**src/rtl/periplex_pkg.sv**
```systemverilog
// Shared definitions for the periplex command parser.
// Holds the fixed frame marker and response bytes, the command-byte
// field positions, and the parser state encoding.
package periplex_pkg;

  localparam int DATA_W = 8;
  localparam int RW_BIT = 7;

  localparam logic [7:0] SYNC_BYTE = 8'hA5;
  localparam logic [7:0] ACK_BYTE  = 8'h5A;
  localparam logic [7:0] NAK_BYTE  = 8'hEE;

  typedef enum logic [3:0] {
    S_IDLE      = 4'd0,
    S_CMD       = 4'd1,
    S_DATA      = 4'd2,
    S_CSUM      = 4'd3,
    S_EXEC      = 4'd4,
    S_RD_WAIT   = 4'd5,
    S_TX_ACK    = 4'd6,
    S_WAIT_ACK  = 4'd7,
    S_TX_DATA   = 4'd8,
    S_WAIT_DATA = 4'd9
  } state_t;

endpackage

```
**src/rtl/periplex_cmd_parser_if.sv**
```systemverilog
// Bundle of the UART byte stream and register-file access signals around
// the command parser.
//   master : UART RX/TX and register file side (drives rx_*, tx_done, reg_rdata)
//   slave  : the parser (drives tx_*, reg_* strobes/address/data, hold, frame_err)
interface periplex_cmd_parser_if #(
  parameter int ADDR_W = 7
);
  logic              rx_dv;
  logic [7:0]        rx_byte;
  logic              tx_dv;
  logic [7:0]        tx_byte;
  logic              tx_done;
  logic              reg_wr_en;
  logic              reg_rd_en;
  logic [ADDR_W-1:0] reg_addr;
  logic [7:0]        reg_wdata;
  logic [7:0]        reg_rdata;
  logic              hold;
  logic              frame_err;

  modport master (
    output rx_dv, rx_byte, tx_done, reg_rdata,
    input  tx_dv, tx_byte, reg_wr_en, reg_rd_en, reg_addr, reg_wdata, hold, frame_err
  );

  modport slave (
    input  rx_dv, rx_byte, tx_done, reg_rdata,
    output tx_dv, tx_byte, reg_wr_en, reg_rd_en, reg_addr, reg_wdata, hold, frame_err
  );
endinterface

```
**src/rtl/periplex_timeout_ctr.sv**
```systemverilog
// Inter-byte timeout counter.
//   clk1, rst_n : clock, async active-low reset
//   clr         : synchronous clear (takes priority over counting)
//   en          : count while high
//   expire      : high while enabled and the count has reached TIMEOUT_CYCLES-1
module periplex_timeout_ctr #(
  parameter int TIMEOUT_CYCLES = 100000
) (
  input  logic clk1,
  input  logic rst_n,
  input  logic clr,
  input  logic en,
  output logic expire
);

  localparam int CNT_W = (TIMEOUT_CYCLES > 2) ? $clog2(TIMEOUT_CYCLES) : 1;
  localparam logic [CNT_W-1:0] TERM = CNT_W'(TIMEOUT_CYCLES - 1);

  logic [CNT_W-1:0] cnt_q, cnt_d;

  assign expire = en && (cnt_q == TERM);

  always_comb begin
    cnt_d = cnt_q;
    if (clr) begin
      cnt_d = '0;
    end else if (en && !expire) begin
      cnt_d = cnt_q + CNT_W'(1);
    end
  end

  always_ff @(posedge clk1 or negedge rst_n) begin
    if (!rst_n) begin
      cnt_q <= '0;
    end else begin
      cnt_q <= cnt_d;
    end
  end

endmodule

```
**src/rtl/periplex_cmd_parser.sv**
```systemverilog
// Command front-end between the UART and the peripheral register file.
// Parses SYNC / CMD{rw,addr} / DATA frames, issues one-cycle register
// write or read strobes, and answers with an ACK byte (plus the read data
// for reads). hold is high whenever a frame is being handled.
//   clk1, rst_n : clock, async active-low reset
//   bus         : periplex_cmd_parser_if.slave (UART bytes, register access,
//                 hold, frame_err)
// Build option PERIPLEX_CMD_CHECKSUM_EN: frames carry a trailing XOR
// checksum byte; a mismatch pulses frame_err and answers NAK without
// touching the register file.
//
// state     | meaning
// ----------+-----------------------------------------------
// IDLE      | hunting for SYNC, other bytes dropped
// CMD       | waiting for command byte (rw, addr)
// DATA      | waiting for write data byte
// CSUM      | waiting for checksum byte (checksum build only)
// EXEC      | one-cycle register write or read strobe
// RD_WAIT   | capturing read data
// TX_ACK    | sending ACK (or NAK)
// WAIT_ACK  | waiting for UART TX to finish ACK/NAK
// TX_DATA   | sending read data
// WAIT_DATA | waiting for UART TX to finish read data
module periplex_cmd_parser
  import periplex_pkg::*;
#(
  parameter int ADDR_W         = 7,
  parameter int TIMEOUT_CYCLES = 100000
) (
  input  logic                  clk1,
  input  logic                  rst_n,
  periplex_cmd_parser_if.slave  bus
);

`ifdef PERIPLEX_CMD_CHECKSUM_EN
  localparam state_t FRAME_END = S_CSUM;
`else
  localparam state_t FRAME_END = S_EXEC;
`endif

  state_t              state_q, state_d;
  logic [ADDR_W-1:0]   addr_q, addr_d;
  logic                rw_q, rw_d;
  logic [DATA_W-1:0]   wdata_q, wdata_d;
  logic [DATA_W-1:0]   rdata_q, rdata_d;
`ifdef PERIPLEX_CMD_CHECKSUM_EN
  logic [7:0]          csum_q, csum_d;
  logic                nak_q, nak_d;
`endif

  logic to_en, to_clr, to_expire;

  // Counter only runs while a frame is partially received; any received
  // byte or leaving those states restarts it from zero.
  assign to_en  = (state_q == S_CMD) || (state_q == S_DATA) || (state_q == S_CSUM);
  assign to_clr = bus.rx_dv || !to_en;

  periplex_timeout_ctr #(
    .TIMEOUT_CYCLES(TIMEOUT_CYCLES)
  ) u_timeout (
    .clk1   (clk1),
    .rst_n  (rst_n),
    .clr    (to_clr),
    .en     (to_en),
    .expire (to_expire)
  );

  assign bus.reg_addr  = addr_q;
  assign bus.reg_wdata = wdata_q;
  assign bus.hold      = (state_q != S_IDLE);

  always_comb begin
    state_d       = state_q;
    addr_d        = addr_q;
    rw_d          = rw_q;
    wdata_d       = wdata_q;
    rdata_d       = rdata_q;
`ifdef PERIPLEX_CMD_CHECKSUM_EN
    csum_d        = csum_q;
    nak_d         = nak_q;
`endif
    bus.tx_dv     = 1'b0;
    bus.tx_byte   = 8'h00;
    bus.reg_wr_en = 1'b0;
    bus.reg_rd_en = 1'b0;
    bus.frame_err = 1'b0;

    case (state_q)
      S_IDLE: begin
        if (bus.rx_dv && (bus.rx_byte == SYNC_BYTE)) begin
          state_d = S_CMD;
`ifdef PERIPLEX_CMD_CHECKSUM_EN
          csum_d  = SYNC_BYTE;
          nak_d   = 1'b0;
`endif
        end
      end

      S_CMD: begin
        // A byte arriving on the expiry cycle still counts as in time.
        if (bus.rx_dv) begin
          addr_d  = bus.rx_byte[ADDR_W-1:0];
          rw_d    = bus.rx_byte[RW_BIT];
          state_d = bus.rx_byte[RW_BIT] ? FRAME_END : S_DATA;
`ifdef PERIPLEX_CMD_CHECKSUM_EN
          csum_d  = csum_q ^ bus.rx_byte;
`endif
        end else if (to_expire) begin
          bus.frame_err = 1'b1;
          state_d       = S_IDLE;
        end
      end

      S_DATA: begin
        if (bus.rx_dv) begin
          wdata_d = bus.rx_byte;
          state_d = FRAME_END;
`ifdef PERIPLEX_CMD_CHECKSUM_EN
          csum_d  = csum_q ^ bus.rx_byte;
`endif
        end else if (to_expire) begin
          bus.frame_err = 1'b1;
          state_d       = S_IDLE;
        end
      end

`ifdef PERIPLEX_CMD_CHECKSUM_EN
      S_CSUM: begin
        if (bus.rx_dv) begin
          if (bus.rx_byte == csum_q) begin
            state_d = S_EXEC;
          end else begin
            // Bad frame: skip the register access and go straight to NAK.
            bus.frame_err = 1'b1;
            nak_d         = 1'b1;
            state_d       = S_TX_ACK;
          end
        end else if (to_expire) begin
          bus.frame_err = 1'b1;
          state_d       = S_IDLE;
        end
      end
`endif

      S_EXEC: begin
        if (rw_q) begin
          bus.reg_rd_en = 1'b1;
          state_d       = S_RD_WAIT;
        end else begin
          bus.reg_wr_en = 1'b1;
          state_d       = S_TX_ACK;
        end
      end

      S_RD_WAIT: begin
        rdata_d = bus.reg_rdata;
        state_d = S_TX_ACK;
      end

      S_TX_ACK: begin
        bus.tx_dv   = 1'b1;
`ifdef PERIPLEX_CMD_CHECKSUM_EN
        bus.tx_byte = nak_q ? NAK_BYTE : ACK_BYTE;
`else
        bus.tx_byte = ACK_BYTE;
`endif
        state_d     = S_WAIT_ACK;
      end

      S_WAIT_ACK: begin
        if (bus.tx_done) begin
`ifdef PERIPLEX_CMD_CHECKSUM_EN
          state_d = (rw_q && !nak_q) ? S_TX_DATA : S_IDLE;
`else
          state_d = rw_q ? S_TX_DATA : S_IDLE;
`endif
        end
      end

      S_TX_DATA: begin
        bus.tx_dv   = 1'b1;
        bus.tx_byte = rdata_q;
        state_d     = S_WAIT_DATA;
      end

      S_WAIT_DATA: begin
        if (bus.tx_done) begin
          state_d = S_IDLE;
        end
      end

      default: begin
        state_d = S_IDLE;
      end
    endcase
  end

  always_ff @(posedge clk1 or negedge rst_n) begin
    if (!rst_n) begin
      state_q <= S_IDLE;
      addr_q  <= '0;
      rw_q    <= 1'b0;
      wdata_q <= '0;
      rdata_q <= '0;
`ifdef PERIPLEX_CMD_CHECKSUM_EN
      csum_q  <= '0;
      nak_q   <= 1'b0;
`endif
    end else begin
      state_q <= state_d;
      addr_q  <= addr_d;
      rw_q    <= rw_d;
      wdata_q <= wdata_d;
      rdata_q <= rdata_d;
`ifdef PERIPLEX_CMD_CHECKSUM_EN
      csum_q  <= csum_d;
      nak_q   <= nak_d;
`endif
    end
  end

endmodule
```
**src/flat_wrapper.sv**
```systemverilog
// flat-port wrapper written by rule: the top's interface ports become plain ports
module periplex_cmd_parser_flat import periplex_pkg::*;
#(
  parameter int ADDR_W         = 7,
  parameter int TIMEOUT_CYCLES = 100000
)
  (clk1, rst_n, bus_rx_dv, bus_rx_byte, bus_tx_done, bus_reg_rdata, bus_tx_dv, bus_tx_byte, bus_reg_wr_en, bus_reg_rd_en, bus_reg_addr, bus_reg_wdata, bus_hold, bus_frame_err);
  periplex_cmd_parser_if #(.ADDR_W(ADDR_W)) bus_i ();
  input  logic clk1;
  input  logic rst_n;
  input wire logic [$bits(bus_i.rx_dv)-1:0] bus_rx_dv;
  input wire logic [$bits(bus_i.rx_byte)-1:0] bus_rx_byte;
  input wire logic [$bits(bus_i.tx_done)-1:0] bus_tx_done;
  input wire logic [$bits(bus_i.reg_rdata)-1:0] bus_reg_rdata;
  output wire logic [$bits(bus_i.tx_dv)-1:0] bus_tx_dv;
  output wire logic [$bits(bus_i.tx_byte)-1:0] bus_tx_byte;
  output wire logic [$bits(bus_i.reg_wr_en)-1:0] bus_reg_wr_en;
  output wire logic [$bits(bus_i.reg_rd_en)-1:0] bus_reg_rd_en;
  output wire logic [$bits(bus_i.reg_addr)-1:0] bus_reg_addr;
  output wire logic [$bits(bus_i.reg_wdata)-1:0] bus_reg_wdata;
  output wire logic [$bits(bus_i.hold)-1:0] bus_hold;
  output wire logic [$bits(bus_i.frame_err)-1:0] bus_frame_err;
  assign bus_i.rx_dv = bus_rx_dv;
  assign bus_i.rx_byte = bus_rx_byte;
  assign bus_i.tx_done = bus_tx_done;
  assign bus_i.reg_rdata = bus_reg_rdata;
  assign bus_tx_dv = bus_i.tx_dv;
  assign bus_tx_byte = bus_i.tx_byte;
  assign bus_reg_wr_en = bus_i.reg_wr_en;
  assign bus_reg_rd_en = bus_i.reg_rd_en;
  assign bus_reg_addr = bus_i.reg_addr;
  assign bus_reg_wdata = bus_i.reg_wdata;
  assign bus_hold = bus_i.hold;
  assign bus_frame_err = bus_i.frame_err;
  periplex_cmd_parser #(.ADDR_W(ADDR_W), .TIMEOUT_CYCLES(TIMEOUT_CYCLES)) u_core (.clk1(clk1), .rst_n(rst_n), .bus(bus_i));
endmodule
```
**config.mk**
```make
export PLATFORM = sky130hd
export DESIGN_NAME = periplex_cmd_parser_flat
export DESIGN_NICKNAME = d
export VERILOG_FILES = /design/src/rtl/periplex_pkg.sv /design/src/rtl/periplex_cmd_parser_if.sv /design/src/rtl/periplex_timeout_ctr.sv /design/src/rtl/periplex_cmd_parser.sv /design/src/flat_wrapper.sv
export SDC_FILE = /design/constraint.sdc
export NUM_CORES = 1
export LEC_CHECK = 0
export CORE_ASPECT_RATIO = 0.7
export CORE_MARGIN = 2
export CORE_UTILIZATION = 50
export DETAILED_ROUTE_END_ITERATION = 16
export PLACE_DENSITY = 0.79
export SLEW_MARGIN = 20
export SYNTH_ARGS = -nofsm -noshare
export SYNTH_HDL_FRONTEND = slang
export SYNTH_SLANG_ARGS = --single-unit
```
**constraint.sdc**
```tcl
create_clock -name clk1 -period 2.15 [get_ports clk1]
set_input_delay 0.3225 -clock clk1 [delete_from_list [all_inputs] [get_ports clk1]]
set_output_delay 0.3225 -clock clk1 [all_outputs]
set_load 0.02 [all_outputs]
```
# After elaboration in Yosys (flattened, before gate mapping)
# Cells that the tools add are included.
dict set report totals {
  register_bits 45
  in_bits 20
  out_inout_bits 28
  elab_cells 58
}
dict set report classes {
  n_addsub 1
  eq_ne 14
  n_mux 21
  n_reduce_logical 16
}
# op n
set op_table {}
lappend op_table {{4-bit case mux with 9 select lines} 1}
lappend op_table {{17-bit 2-to-1 mux} 2}
lappend op_table {{4-bit 2-to-1 mux} 7}
lappend op_table {{17-bit by 1-bit adder with 17-bit output, second input constant} 1}
lappend op_table {{17-bit == test, second input constant} 1}
lappend op_table {{4-bit by 3-bit == test with 1-bit output, second input constant} 4}
lappend op_table {{8-bit case mux with 2 select lines} 1}
lappend op_table {{4-bit by 2-bit == test with 1-bit output, second input constant} 2}
lappend op_table {{4-bit == test, second input constant} 2}
lappend op_table {{8-bit == test, second input constant} 1}
lappend op_table {{1-bit 2-to-1 mux} 8}
lappend op_table {{4-bit by 1-bit == test with 1-bit output, second input constant} 1}
lappend op_table {{4-bit zero test} 1}
lappend op_table {{2-bit != test, second input constant} 2}
lappend op_table {{2-bit AND reduction} 2}
lappend op_table {{4-bit nonzero test} 1}
lappend op_table {{2-bit OR reduction} 2}
lappend op_table {{1-bit logical AND} 3}
lappend op_table {{1-bit logical OR} 3}
lappend op_table {{3-bit 2-to-1 mux} 1}
lappend op_table {{3-bit AND reduction} 1}
lappend op_table {{1-bit zero test} 2}
lappend op_table {{2-bit 2-to-1 mux} 1}
lappend op_table {{2-bit by 1-bit != test with 1-bit output, second input constant} 1}
lappend op_table {{2-bit nonzero test} 1}

# Longest topological paths before layout
# Gate-level depths: netlist of run 1.
dict set report depth {
  word_depth 8
  mapped_depth 6
  mapped_depth_nobuf 5
}

# Cells and area by module
# From an unflattened synthesis of run 1, not the netlist that was laid out.
dict set report hier_totals {
  hier_cells 218
  hier_area_um2 2352.3
}
# module n_inst cells_each area_per_inst_um2 seq_area_each_um2
set by_module_without_submodules {}
lappend by_module_without_submodules {periplex_cmd_parser 1 119 1371.3 700.7}
lappend by_module_without_submodules {periplex_timeout_ctr 1 99 980.9 425.4}

# Least setup slack after synthesis of run 1
# OpenSTA, ideal clock, no wires.
dict set report synth_timing {
  kind {register to output}
  start {register u_core.u_timeout.cnt_q[0]}
  end {output port bus_frame_err}
  arrival_ns 1.543
  t_required_ns 1.827
  slack_ns 0.284
  path_stages_with_launch 5
  n_path_buf 0
  cell_sequence {dfrtp_1 ha_1 and4_1 nand4_1 nor3_1}
}
dict set report synth_between {
  elab_chain_len 5
}
# element line_no
set synth_lines {}
lappend synth_lines {{from (decl)} periplex_timeout_ctr.sv:19} ;# logic [CNT_W-1:0] cnt_q, cnt_d;
lappend synth_lines {{from (signal assigned)} periplex_timeout_ctr.sv:36} ;# cnt_q <= cnt_d;
lappend synth_lines {{17-bit == test} periplex_timeout_ctr.sv:21} ;# assign expire = en && (cnt_q == TERM);
lappend synth_lines {{1-bit logical AND} periplex_timeout_ctr.sv:21}
lappend synth_lines {{1-bit 2-to-1 mux} {periplex_cmd_parser.sv:108, periplex_cmd_parser.sv:121}}
lappend synth_lines {{1-bit 2-to-1 mux} periplex_cmd_parser.sv:101} ;# if (bus.rx_dv) begin
lappend synth_lines {{1-bit 2-to-1 mux} n/a}
lappend synth_lines {{to (decl)} flat_wrapper.sv:22} ;# output wire logic [$bits(bus_i.frame_err)-1:0] bus_frame_err;
# No other way between the ends.

# Final worst setup path of run 1
dict set report layout_timing {
  start {register u_core.state_q[3]}
  end {output port bus_tx_dv}
}
dict set report layout_between {
  elab_chain_len 3
  elab_cells_between_ends 4
  cone_classes {2 x eq/ne; 1 x mux; 1 x reduce/logical}
}
# element line_no
set layout_lines {}
lappend layout_lines {{from (decl)} periplex_cmd_parser.sv:41} ;# state_t state_q, state_d;
lappend layout_lines {{from (signal assigned)} periplex_cmd_parser.sv:210} ;# state_q <= state_d;
lappend layout_lines {{4-bit by 3-bit == test with 1-bit output or 4-bit == test (tied branches)} periplex_cmd_parser.sv:88} ;# case (state_q)
lappend layout_lines {{2-bit OR reduction (no source line) *} n/a}
lappend layout_lines {{1-bit 2-to-1 mux *} periplex_cmd_parser.sv:88}
lappend layout_lines {{to (decl)} flat_wrapper.sv:15} ;# output wire logic [$bits(bus_i.tx_dv)-1:0] bus_tx_dv;
# Every way passes the cells marked *; elsewhere a longest branch is shown, timed or not.

==> results of run 1 <==
-- synthesized netlist by cell type (all sizes together), types with 3 or more instances --
cell type	number	area (sq um)
a21oi	13	65.1
and2	4	25.0
clkbuf	8	31.3
dfrtp	45	1130
inv	5	18.8
mux2	24	270
nand2	17	63.8
nand2b	3	18.8
nand3	8	45.0
nand4	6	43.8
nor2	21	78.8
nor2b	3	18.8
nor3	5	25.0
nor4	3	18.8
nor4b	3	26.3
o21ai	8	40.0
or3	7	45.1
xnor2	8	70.1
xor2	3	26.3
-- cells in the final DEF (no fill, tap or decap), types with 2 or more instances in the layout --
master / netlist / layout
nor2_4: 0 / 2
or3_1: 6 / 6
nand2b_1: 3 / 3
nand4_1: 5 / 5
nand3_1: 7 / 7
dlygate4sd2_1: 0 / 10
and2_1: 4 / 4
and3_1: 2 / 2
xor2_1: 3 / 3
inv_1: 5 / 5
a21oi_1: 13 / 13
or2_2: 2 / 2
nand2_1: 17 / 17
clkdlybuf4s50_1: 0 / 34
nor4_1: 3 / 3
mux2_2: 24 / 24
nor2_1: 21 / 19
and4_1: 2 / 2
o31ai_1: 2 / 2
o21ai_0: 8 / 8
nor2b_1: 3 / 3
buf_4: 0 / 34
nor3_1: 5 / 4
xnor2_1: 8 / 8
buf_2: 0 / 2
dfrtp_1: 45 / 44
and4b_1: 2 / 2
clkbuf_8: 0 / 6
-- worst paths after layout --
path / from / end / slack (ns) / cells after the start
setup / recovery: u_core.state_q[3] / bus_tx_dv / 0.09 / 6
hold / removal: rst_n / u_core.bus.reg_wdata[5] / 0.09 / 1
setup reg to reg: u_core.u_timeout.cnt_q[0] / u_core.u_timeout.cnt_q[5] / 0.22 / 6
hold reg to reg: u_core.bus.reg_addr[1] / u_core.bus.reg_addr[1] / 0.51 / 1
max in group asynchronous: rst_n / u_core.bus.reg_wdata[6] / 1.44 / 2
min in group clk1: u_core.bus.reg_addr[1] / u_core.bus.reg_addr[1] / 0.51 / 1
-- per-layer routing --
layer,part of all wire,vias up
met2,0.43,62
met3,0.071,8
met5,0,-
met1,0.49,934
li1,-,944
met4,0.012,0
-- final cells by class --
cell class,count,area (sq um),area share
flip-flops and latches,45,1130,0.358
multi-input cells,159,1110,0.353
repair buffers,81,706,0.224
clock buffers,7,86.3,0.0274
well taps,55,68.8,0.0218
clock inverters,1,30.0,0.00953
inverters,5,18.8,0.00596
-- kinds of logic after synthesis --
family          count (synthesis)
xor+xnor                       11
fa+ha+maj                       1
simple gates                   91
buf+inv                        14
compound gates                 31
flops                          45
mux                            25
-- timing repair --
item | in CTS | in global routing
resized for setup | 19 | 6
pin swaps | 0 | 1
endpoints found under the setup margin | 12 | 6
-- stage by stage --
step                       util  power, uW  hold slack [ns]  instances  worst slack (ns)
final                     0.728       3480           0.0941        353            0.0922
after detailed placement  0.695       2860            0.450        345            -0.276
after global routing      0.728       3680            0.165        353            0.0106
after floorplan               -       2160           0.0269        218             0.284
after CTS                 0.724       3480            0.127        353           -0.0212
after global placement    0.695       2820            0.445        345            -0.295
-- power groups by stage --
stage	clock network [uW]	registers [uW]	logic, uW
6_report	646	1290	1550
5_1_grt	694	1330	1650
4_1_cts	657	1270	1550
3_5_place_dp	0	1280	1580
3_3_place_gp	0	1270	1550
2_1_floorplan	0	1410	751
-- worst max-delay path: stages (launching register included) --
cell           delay (ns)
dfrtp_1              0.43
buf_4                0.18
nor2b_1              0.18
buf_4                0.16
a21oi_1              0.07
nor2_1               0.09
dlygate4sd2_1        0.34
-- flip-flops by register name, summed over array words and instances, names as in the netlist --
signal	cells
u_core.u_timeout.cnt_q	17
u_core.bus.reg_wdata	8
u_core.rdata_q	8
u_core.bus.reg_addr	7
u_core.state_q	4
u_core.rw_q	1
==> reports/metrics.csv, run 1 <==
stage;metric;value;unit
route;Routed WL;5440;microns
setup_path;worst path arrival time;1.74;ns
route;Routed Antenna Nets;0;
layout;Final Instance Area;3150;sq um
floorplanning;num rows;20;
clock_network;Clock Tree Root;clkbuf_8;
place;dpl hpwl;4090;microns
yosys;post-synthesis compound-gate area fraction;0.0817;
floorplanning;Initial Util;0.520;
yosys;post-synth cell types;42;
timing;RSZ-0062 raised after global routing;no;
setup_path;nature of the critical path startpoint;flip-flop;
yosys;post-synthesis adder-cell area fraction;0.00556;
floorplanning;I/O pins;48;
floorplanning;Die ar.;5070;sq um
route;DRC viols;0;
yosys;Synth Instances;218;
global_routing;met1 Track Usage GR;0.341;
yosys;Syn Std Cell Area;2250;sq um
global_routing;antenna violations before repair;0;
layout;layout cells sized above 1;0.265;
global_routing;largest net degree at the start of global routing;36;
floorplanning;Die H;60.2;microns
yosys;Post-synth EDFFs;0;
global_routing;met2 Track Usage GR;0.334;
global_routing;vias in the first global route;1867;
power_and_ir_drop;Psw;1220;uW
place;RD Place Congestion;0.871;
clock_network;H-tree levels;2;
yosys;syn_nets;239;
min_path;Tightest Hold Check Type;primary input to async pin;
timing;fin crit share;0.957;
route;routed vias;1948;
route;DR WL/cell;15.4;microns
setup_path;CP Max Fanout;5;
yosys;Simple-Gate Fraction of Synth Area;0.222;
global_routing;gr ovfl total;0;
yosys;Yosys warning count;0;
power_and_ir_drop;sequential power share;0.370;
yosys;post-synthesis xor/xnor area fraction;0.0428;
layout;synthesis-to-finish area growth;39.9;%
floorplanning;core area;4330;sq um
global_routing;met3 Resource Use GR;0.0677;
power_and_ir_drop;Pint;2260;uW
timing;Slew Viols, Final;0;
layout;Fillers;333;
global_routing;Top Usage Layer GRT;met1;
clock_network;worst skew pair latency;0.29;ns
timing;slew margin rel.;0.487;
timing;# setup viols final;0;
timing;worst slew pin tran;0.770;ns
setup_path;CP Class;flip-flop to output port;
yosys;post-synthesis sequential area ratio;0.500;
layout;Inserted Diodes;0;
clock_network;# Post-CTS Setup Buffers;0;
timing;Fmax;486;MHz
setup_path;Setup crit end kind;output port;
yosys;Synth Register Bits;45;
place;port bufs;47;
global_routing;first-pass GRT wire length;8990;microns
yosys;post-synthesis area per instance;10.3;sq um
layout;Final #Nets;318;
yosys;asr flop ratio synth;1.00;
clock_network;CTS Buf Count;5;
clock_network;Worst-path clk slew;0.08;ns
power_and_ir_drop;P per Cell Area;1100;nW/um^2
yosys;mux cell area share after synthesis;0.124;
timing;TNS Setup;0;ns
clock_network;Clock Path Buffers;2;
route;Iter 0 DRT Violations;86;
timing;Period minus WS final;2.06;ns
yosys;largest family of logic cells by synthesized area;simple AND/OR/NAND/NOR gates;
timing;Final Hold Viols;0;
global_routing;Tot GR Track Use;0.233;
route;Vias/cell;5.52;
power_and_ir_drop;switch share;0.352;
power_and_ir_drop;leak pwr;0.00137;uW
status;status;completed;
power_and_ir_drop;Worst IR Drop VDD;0.000834;V
route;1st-pass router iterations;4;
timing;skew final;0.00816;ns
yosys;Synth Flop Type;dfrtp_1;
place;Area after DPL;3010;sq um
clock_network;clock sink count;45;
clock_network;CTS tree;built;
flow_run;maximum capacitance violations;0;
power_and_ir_drop;clock group share of total power;0.186;
floorplanning;Die Width;84.2;microns
setup_path;WP data required;1.83;ns
clock_network;hold buffers post-CTS;0;
power_and_ir_drop;combinational group share of total power;0.444;
(Power assumes the default switching activity.)
==> run 2: changes to the inputs <==
==> constraint.sdc (replaced) <==
create_clock -name clk1 -period 2.15 [get_ports clk1]
set_input_delay 0.3225 -clock clk1 [delete_from_list [all_inputs] [get_ports clk1]]
set_output_delay 0.3225 -clock clk1 [all_outputs]
set_load 0.01 [all_outputs]
==> run 2 against run 1 <==
  * Wire length is 0.85% higher
  * Global-route usage fell by 0.79 points
  * Final cell count rose by 1.4%
  * Combinational power is 6% lower
  * Non-clock buffer count rose by 6
  * Critical path type unchanged
  * Largest cell class unchanged
==> reports/metrics.csv, run 2 (synthesized netlist as in run 1, its figures left out) <==
stage;metric;value;unit;change
power_and_ir_drop;clock group share of total power;0.162;;-0.024
layout;layout cells sized above 1;0.297;;+0.0319
route;1st-pass router iterations;4;;unchanged
min_path;Tightest Hold Check Type;primary input to async pin;;
power_and_ir_drop;switch share;0.334;;-0.0175
layout;Final Instance Area;3200;sq um;+1.6%
route;DR WL/cell;15.3;microns;-0.56%
floorplanning;Die ar.;5070;sq um;unchanged
place;Area after DPL;3010;sq um;unchanged
global_routing;vias in the first global route;1876;;+0.48%
global_routing;antenna violations before repair;0;;unchanged
layout;Inserted Diodes;0;;unchanged
timing;TNS Setup;0;ns;unchanged
place;Placement Setup Slack;-0.205;ns;+0.0711 ns
clock_network;CTS Buf Count;5;;unchanged
floorplanning;Die Width;84.2;microns;unchanged
power_and_ir_drop;Pint;2200;uW;-2.6%
setup_path;worst path arrival time;1.80;ns;+0.06 ns
layout;commonest non-fill, non-tap cell in the layout;dfrtp_1;;
clock_network;hold buffers post-CTS;0;;unchanged
clock_network;H-tree levels;2;;unchanged
power_and_ir_drop;sequential power share;0.397;;+0.027
power_and_ir_drop;leak pwr;0.00143;uW;+4.8%
global_routing;Top Usage Layer GRT;met2;;
setup_path;worst-path cell with the longest stage delay;clkdlybuf4s50_1;;
global_routing;met3 Resource Use GR;0.0622;;-0.00552
setup_path;WP data required;1.83;ns;about the same
status;status;completed;;
clock_network;worst skew pair latency;0.29;ns;about the same
setup_path;chain of cells forming the critical path;nor2b_1, buf_4, and3_1, clkdlybuf4s50_1;;
timing;PnR worst setup slack;0.0306;ns;-0.0616 ns
route;DRC viols;0;;unchanged
power_and_ir_drop;P per Cell Area;1030;nW/um^2;-6.6%
floorplanning;Initial Util;0.520;;unchanged
global_routing;gr ovfl total;0;;unchanged
place;port bufs;47;;unchanged
clock_network;clock sink count;45;;unchanged
clock_network;CTS tree;built;;
global_routing;Tot GR Track Use;0.225;;-0.00786
timing;fin crit share;0.986;;+0.0286
setup_path;CP bufs+invs;2;;-1
route;Routed WL;5490;microns;+0.85%
power_and_ir_drop;Psw;1100;uW;-9.8%
setup_path;nature of the critical path startpoint;flip-flop;;
timing;Slew Viols, Final;0;;unchanged
global_routing;met2 Track Usage GR;0.334;;unchanged
floorplanning;num rows;20;;unchanged
setup_path;reg2reg start;u_core.u_timeout.cnt_q[0];;
timing;RSZ-0062 raised after global routing;yes;;
global_routing;first-pass GRT wire length;8840;microns;-1.7%
layout;most frequent cells in the layout;41 x dfrtp_1, 40 x buf_4, 36 x clkdlybuf4s50_1;;
floorplanning;Die H;60.2;microns;unchanged
layout;Largest Register;u_core.u_timeout.cnt_q;;
power_and_ir_drop;combinational group share of total power;0.441;;-0.003
setup_path;end of the worst register-to-register path;u_core.u_timeout.cnt_q[5];;
layout;Final #Nets;324;;+1.9%
place;dpl cells;345;;unchanged
clock_network;Clock Path Buffers;2;;unchanged
global_routing;largest net degree at the start of global routing;34;;-5.6%
setup_path;Setup crit end kind;output port;;
layout;Final Core Density;0.739;;+0.0116
layout;max FFs per register;17;;unchanged
timing;Fmax;472;MHz;-2.9%
timing;skew final;0.00409;ns;-0.00407 ns
flow_run;maximum capacitance violations;0;;unchanged
timing;Final Hold Viols;0;;unchanged
route;Routed Antenna Nets;0;;unchanged
floorplanning;I/O pins;48;;unchanged
setup_path;Top Family by Delay on Critical Path;buffers and inverters;;
floorplanning;core area;4330;sq um;unchanged
route;Iter 0 DRT Violations;193;;+120%
place;dpl hpwl;4070;microns;-0.56%
timing;worst slew pin tran;0.727;ns;-0.0432 ns
route;Vias/cell;5.47;;-0.89%
route;routed vias;1958;;+0.51%
clock_network;Worst-path clk slew;0.08;ns;about the same
layout;final std cells w/o fill;358;;+1.4%
setup_path;CP Class;flip-flop to output port;;
setup_path;reg2reg setup slack;0.16;ns;-0.06 ns
setup_path;R2R depth;6;;unchanged
power_and_ir_drop;Worst IR Drop VDD;0.000697;V;-16%
layout;synthesis-to-finish area growth;42.1;%;
setup_path;crit-path max cell delay;0.53;ns;+0.10 ns
timing;# setup viols final;0;;unchanged
timing;slew margin rel.;0.516;;+0.0288
clock_network;Clock Tree Root;clkbuf_8;;
global_routing;met1 Track Usage GR;0.331;;-0.00974
setup_path;CP Max Fanout;6;;+1
place;RD Place Congestion;0.842;;-3.2%
timing;Period minus WS final;2.12;ns;+0.0616 ns
[run 2: worst register-to-register path, cell delays in order (launching register included)]
cell	delay, ns
dfrtp_1	0.40
ha_1	0.22
and4_1	0.22
buf_4	0.14
and4_1	0.27
or4_1	0.50
a21oi_1	0.16
[run 2: power by group through the flow]
stage / Clock, uW / Combinational (uW) / Sequential (uW)
after floorplan: 0 / 695 / 1300
after detailed placement: 0 / 1400 / 1300
after global placement: 0 / 1370 / 1290
after global routing: 587 / 1560 / 1350
after CTS: 553 / 1390 / 1310
final: 537 / 1460 / 1310
[run 2: repair_timing]
item                       CTS  global route
setup buffers                0             6
resized for setup           17            10
pin swaps                    1             2
setup endpoints to repair   12             8
[run 2: worst max path at each step]
stage / start / to / slack (ns) / depth (start not counted)
4_1_cts: u_core.state_q[2] / bus_tx_byte[5] / 0.0009 / 4
3_5_place_dp: bus_rx_dv / bus_frame_err / -0.21 / 4
6_report: u_core.state_q[3] / bus_reg_wr_en / 0.03 / 4
5_1_grt: u_core.state_q[3] / bus_reg_wr_en / -0.03 / 4
3_3_place_gp: bus_rx_dv / bus_frame_err / -0.23 / 4
2_1_floorplan: u_core.u_timeout.cnt_q[0] / u_core.u_timeout.cnt_q[5] / 0.34 / 6
[run 2: area by class of cell]
cell class	count	area, sq um
Clock buffer	6	82.6
Clock inverter	1	7.51
Fill cell	315	1130
Inverter	5	18.8
Multi-Input combinational cell	159	1120
Sequential cell	45	1130
Tap cell	55	68.8
Timing Repair Buffer	87	768
[run 2: routing by layer]
metal	vias to the layer above	wire length [microns]
met2	65	2370
met1	942	2690
met4	0	18
li1	949	-
met5	-	0
met3	2	408
[run 2: metrics by stage]
| step | hold slack, ns | total power [uW] |
|---|---|---|
| 2_1_floorplan | 0.0269 | 1990 |
| 3_3_place_gp | 0.418 | 2660 |
| 3_5_place_dp | 0.427 | 2700 |
| 4_1_cts | 0.101 | 3250 |
| 5_1_grt | 0.135 | 3500 |
| 6_report | 0.0790 | 3300 |
==> run 3: changes to the inputs <==
Settings changed: CORE_ASPECT_RATIO 0.7 to not set.
==> run 3 against run 2 <==
  * Worst setup slack improved by 0.055 ns
  * Critical path depth did not move
  * Register-to-register slack improved by 0.02 ns
  * Final cell count fell by 3.4%
  * Fmax rose by 2.7%
  * Wire length fell by 6.9%
  * Critical endpoint is now bus_tx_byte[0]
  * Non-clock buffer count fell by 10
  * Combinational power fell by 5%
  * Total power rose by 0.51%
==> reports/metrics.csv, run 3 (synthesized netlist as in run 1, its figures left out) <==
stage;metric;value;unit;change
layout;max FFs per register;17;;unchanged
global_routing;largest net degree at the start of global routing;27;;-21%
layout;layout cells sized above 1;0.255;;-0.0419
setup_path;Top Family by Delay on Critical Path;buffers and inverters;;
timing;Slew Viols, Final;0;;unchanged
floorplanning;I/O pins;48;;unchanged
setup_path;R2R depth;6;;unchanged
floorplanning;Die H;71.1;microns;+18%
timing;skew final;0.00258;ns;-0.00152 ns
layout;Largest Register;u_core.u_timeout.cnt_q;;
timing;# setup viols final;0;;unchanged
floorplanning;Initial Util;0.517;;-0.00299
setup_path;chain of cells forming the critical path;nand2b_1, nor3_2, and2_1, clkdlybuf4s50_1;;
place;dpl hpwl;3790;microns;-6.9%
setup_path;nature of the critical path startpoint;flip-flop;;
global_routing;vias in the first global route;1985;;+5.8%
route;Vias/cell;5.60;;+2.3%
global_routing;antenna violations before repair;0;;unchanged
power_and_ir_drop;combinational group share of total power;0.417;;-0.024
setup_path;reg2reg start;u_core.u_timeout.cnt_q[1];;
timing;Period minus WS final;2.06;ns;-0.0551 ns
timing;slew margin rel.;0.612;;+0.0967
route;DRC viols;0;;unchanged
route;M1 WL;2110;microns;-21%
route;Routed WL;5110;microns;-6.9%
route;1st-pass router iterations;4;;unchanged
clock_network;clock sink count;45;;unchanged
power_and_ir_drop;P per Cell Area;1070;nW/um^2;+3.5%
power_and_ir_drop;sequential power share;0.385;;-0.012
layout;synthesis-to-finish area growth;37.9;%;
floorplanning;num rows;24;;+20%
floorplanning;Die Width;71.1;microns;-16%
place;Area after DPL;2970;sq um;-1.4%
setup_path;crit-path max cell delay;0.53;ns;about the same
floorplanning;Die ar.;5060;sq um;-0.16%
clock_network;Worst-path clk slew;0.08;ns;about the same
layout;Inserted Diodes;0;;unchanged
route;metal3 WL;240;microns;-41%
layout;commonest non-fill, non-tap cell in the layout;dfrtp_1;;
layout;Final Instance Area;3110;sq um;-2.9%
route;Iter 0 DRT Violations;99;;-49%
clock_network;Clock Tree Root;clkbuf_8;;
timing;Fmax;484;MHz;+2.7%
route;DR WL/cell;14.8;microns;-3.7%
place;port bufs;47;;unchanged
status;status;completed;;
route;met2 routed WL;2660;microns;+12%
global_routing;gr ovfl total;0;;unchanged
floorplanning;core area;4350;sq um;+0.58%
route;top layer in use;met4;;
clock_network;worst skew pair latency;0.30;ns;about the same
setup_path;Setup crit end kind;output port;;
place;RD Place Congestion;0.836;;-0.72%
setup_path;reg2reg setup slack;0.18;ns;+0.02 ns
power_and_ir_drop;Pint;2260;uW;+3.0%
setup_path;worst-path cell with the longest stage delay;clkdlybuf4s50_1;;
clock_network;Clock Path Buffers;2;;unchanged
power_and_ir_drop;leak pwr;0.00132;uW;-7.7%
power_and_ir_drop;clock group share of total power;0.198;;+0.036
clock_network;hold buffers post-CTS;0;;unchanged
timing;worst slew pin tran;0.582;ns;-0.145 ns
power_and_ir_drop;Psw;1050;uW;-4.5%
global_routing;first-pass GRT wire length;8890;microns;+0.63%
power_and_ir_drop;switch share;0.318;;-0.0166
setup_path;worst path arrival time;1.74;ns;-0.06 ns
min_path;Tightest Hold Check Type;primary input to async pin;;
clock_network;CTS tree;built;;
setup_path;CP bufs+invs;1;;-1
power_and_ir_drop;Worst IR Drop VDD;0.000711;V;+2.0%
route;routed vias;1936;;-1.1%
setup_path;WP data required;1.83;ns;about the same
setup_path;end of the worst register-to-register path;u_core.u_timeout.cnt_q[5];;
timing;TNS Setup;0;ns;unchanged
setup_path;CP Max Fanout;5;;-1
setup_path;CP Class;flip-flop to output port;;
layout;most frequent cells in the layout;45 x dfrtp_1, 37 x clkdlybuf4s50_1, 30 x buf_4;;
global_routing;Tot GR Track Use;0.222;;-0.00339
clock_network;CTS Buf Count;5;;unchanged
timing;Final Hold Viols;0;;unchanged
route;Routed Antenna Nets;0;;unchanged
timing;fin crit share;0.960;;-0.0256
clock_network;H-tree levels;2;;unchanged
layout;Final #Nets;314;;-3.1%
flow_run;maximum capacitance violations;0;;unchanged
layout;Final Core Density;0.714;;-0.0258
-- run 3: cell count changes in the layout (fill, tap and decap cells not counted), moves of 4 or more --
cell,previous run,this run
buf_4,40,30
dfrtp_1,41,45
dfrtp_2,4,0
dlygate4sd2_1,4,8
dlymetal6s2s_1,5,0
-- run 3: worst max path at each step --
stage                               from                   endpoint  slack, ns  cells past startpoint
2_1_floorplan  u_core.u_timeout.cnt_q[0]  u_core.u_timeout.cnt_q[5]       0.34                      6
5_1_grt                u_core.state_q[2]             bus_tx_byte[0]     -0.007                      4
4_1_cts                u_core.state_q[1]              bus_reg_rd_en      0.008                      4
6_report               u_core.state_q[2]             bus_tx_byte[0]       0.09                      4
3_3_place_gp                   bus_rx_dv              bus_frame_err      -0.08                      4
3_5_place_dp                   bus_rx_dv              bus_frame_err      -0.04                      4
-- run 3: stage by stage --
step	cells	total power (uW)	hold WS, ns	setup slack, ns
floorplan	218	1990	0.0269	0.344
CTS	346	3330	0.0299	0.00812
global route	346	3530	0.0513	-0.00682
global placement	337	2660	0.351	-0.0756
detailed placement	337	2690	0.359	-0.0403
finish	346	3320	0.0142	0.0857
-- run 3: area by class of cell --
class                      instances  area [sq um]
fill                             306          1250
sequential                        45          1130
multi-input combinational        159          1100
timing repair buffer              77           676
clock buffer                       7          86.3
tap                               52          65.1
clock inverter                     1          30.0
inverter                           5          18.8
-- run 3: power groups by stage --
| stage | Clock, uW | Combinational (uW) | Sequential [uW] |
|---|---|---|---|
| after floorplan | 0 | 695 | 1300 |
| after global placement | 0 | 1390 | 1260 |
| after detailed placement | 0 | 1420 | 1280 |
| after CTS | 672 | 1390 | 1270 |
| after global routing | 711 | 1510 | 1310 |
| final | 657 | 1380 | 1280 |
-- run 3: what timing repair did --
item	in CTS	in global routing
buffers inserted	1	0
endpoints found under the setup margin	9	5
resized for setup	11	7
pin swaps	1	2
-- run 3: worst reg2reg max path, stage by stage, from the launching register on --
cell	delay (ns)
dfrtp_1	0.41
ha_1	0.20
and4_1	0.21
buf_4	0.14
and4_1	0.27
or4_1	0.49
a21oi_1	0.17
-- run 3: metal layers --
metal  track usage  vias up
met1         0.265      948
met5             0        -
met4        0.0776        0
met2         0.389       52
met3        0.0556       10
li1              -      926
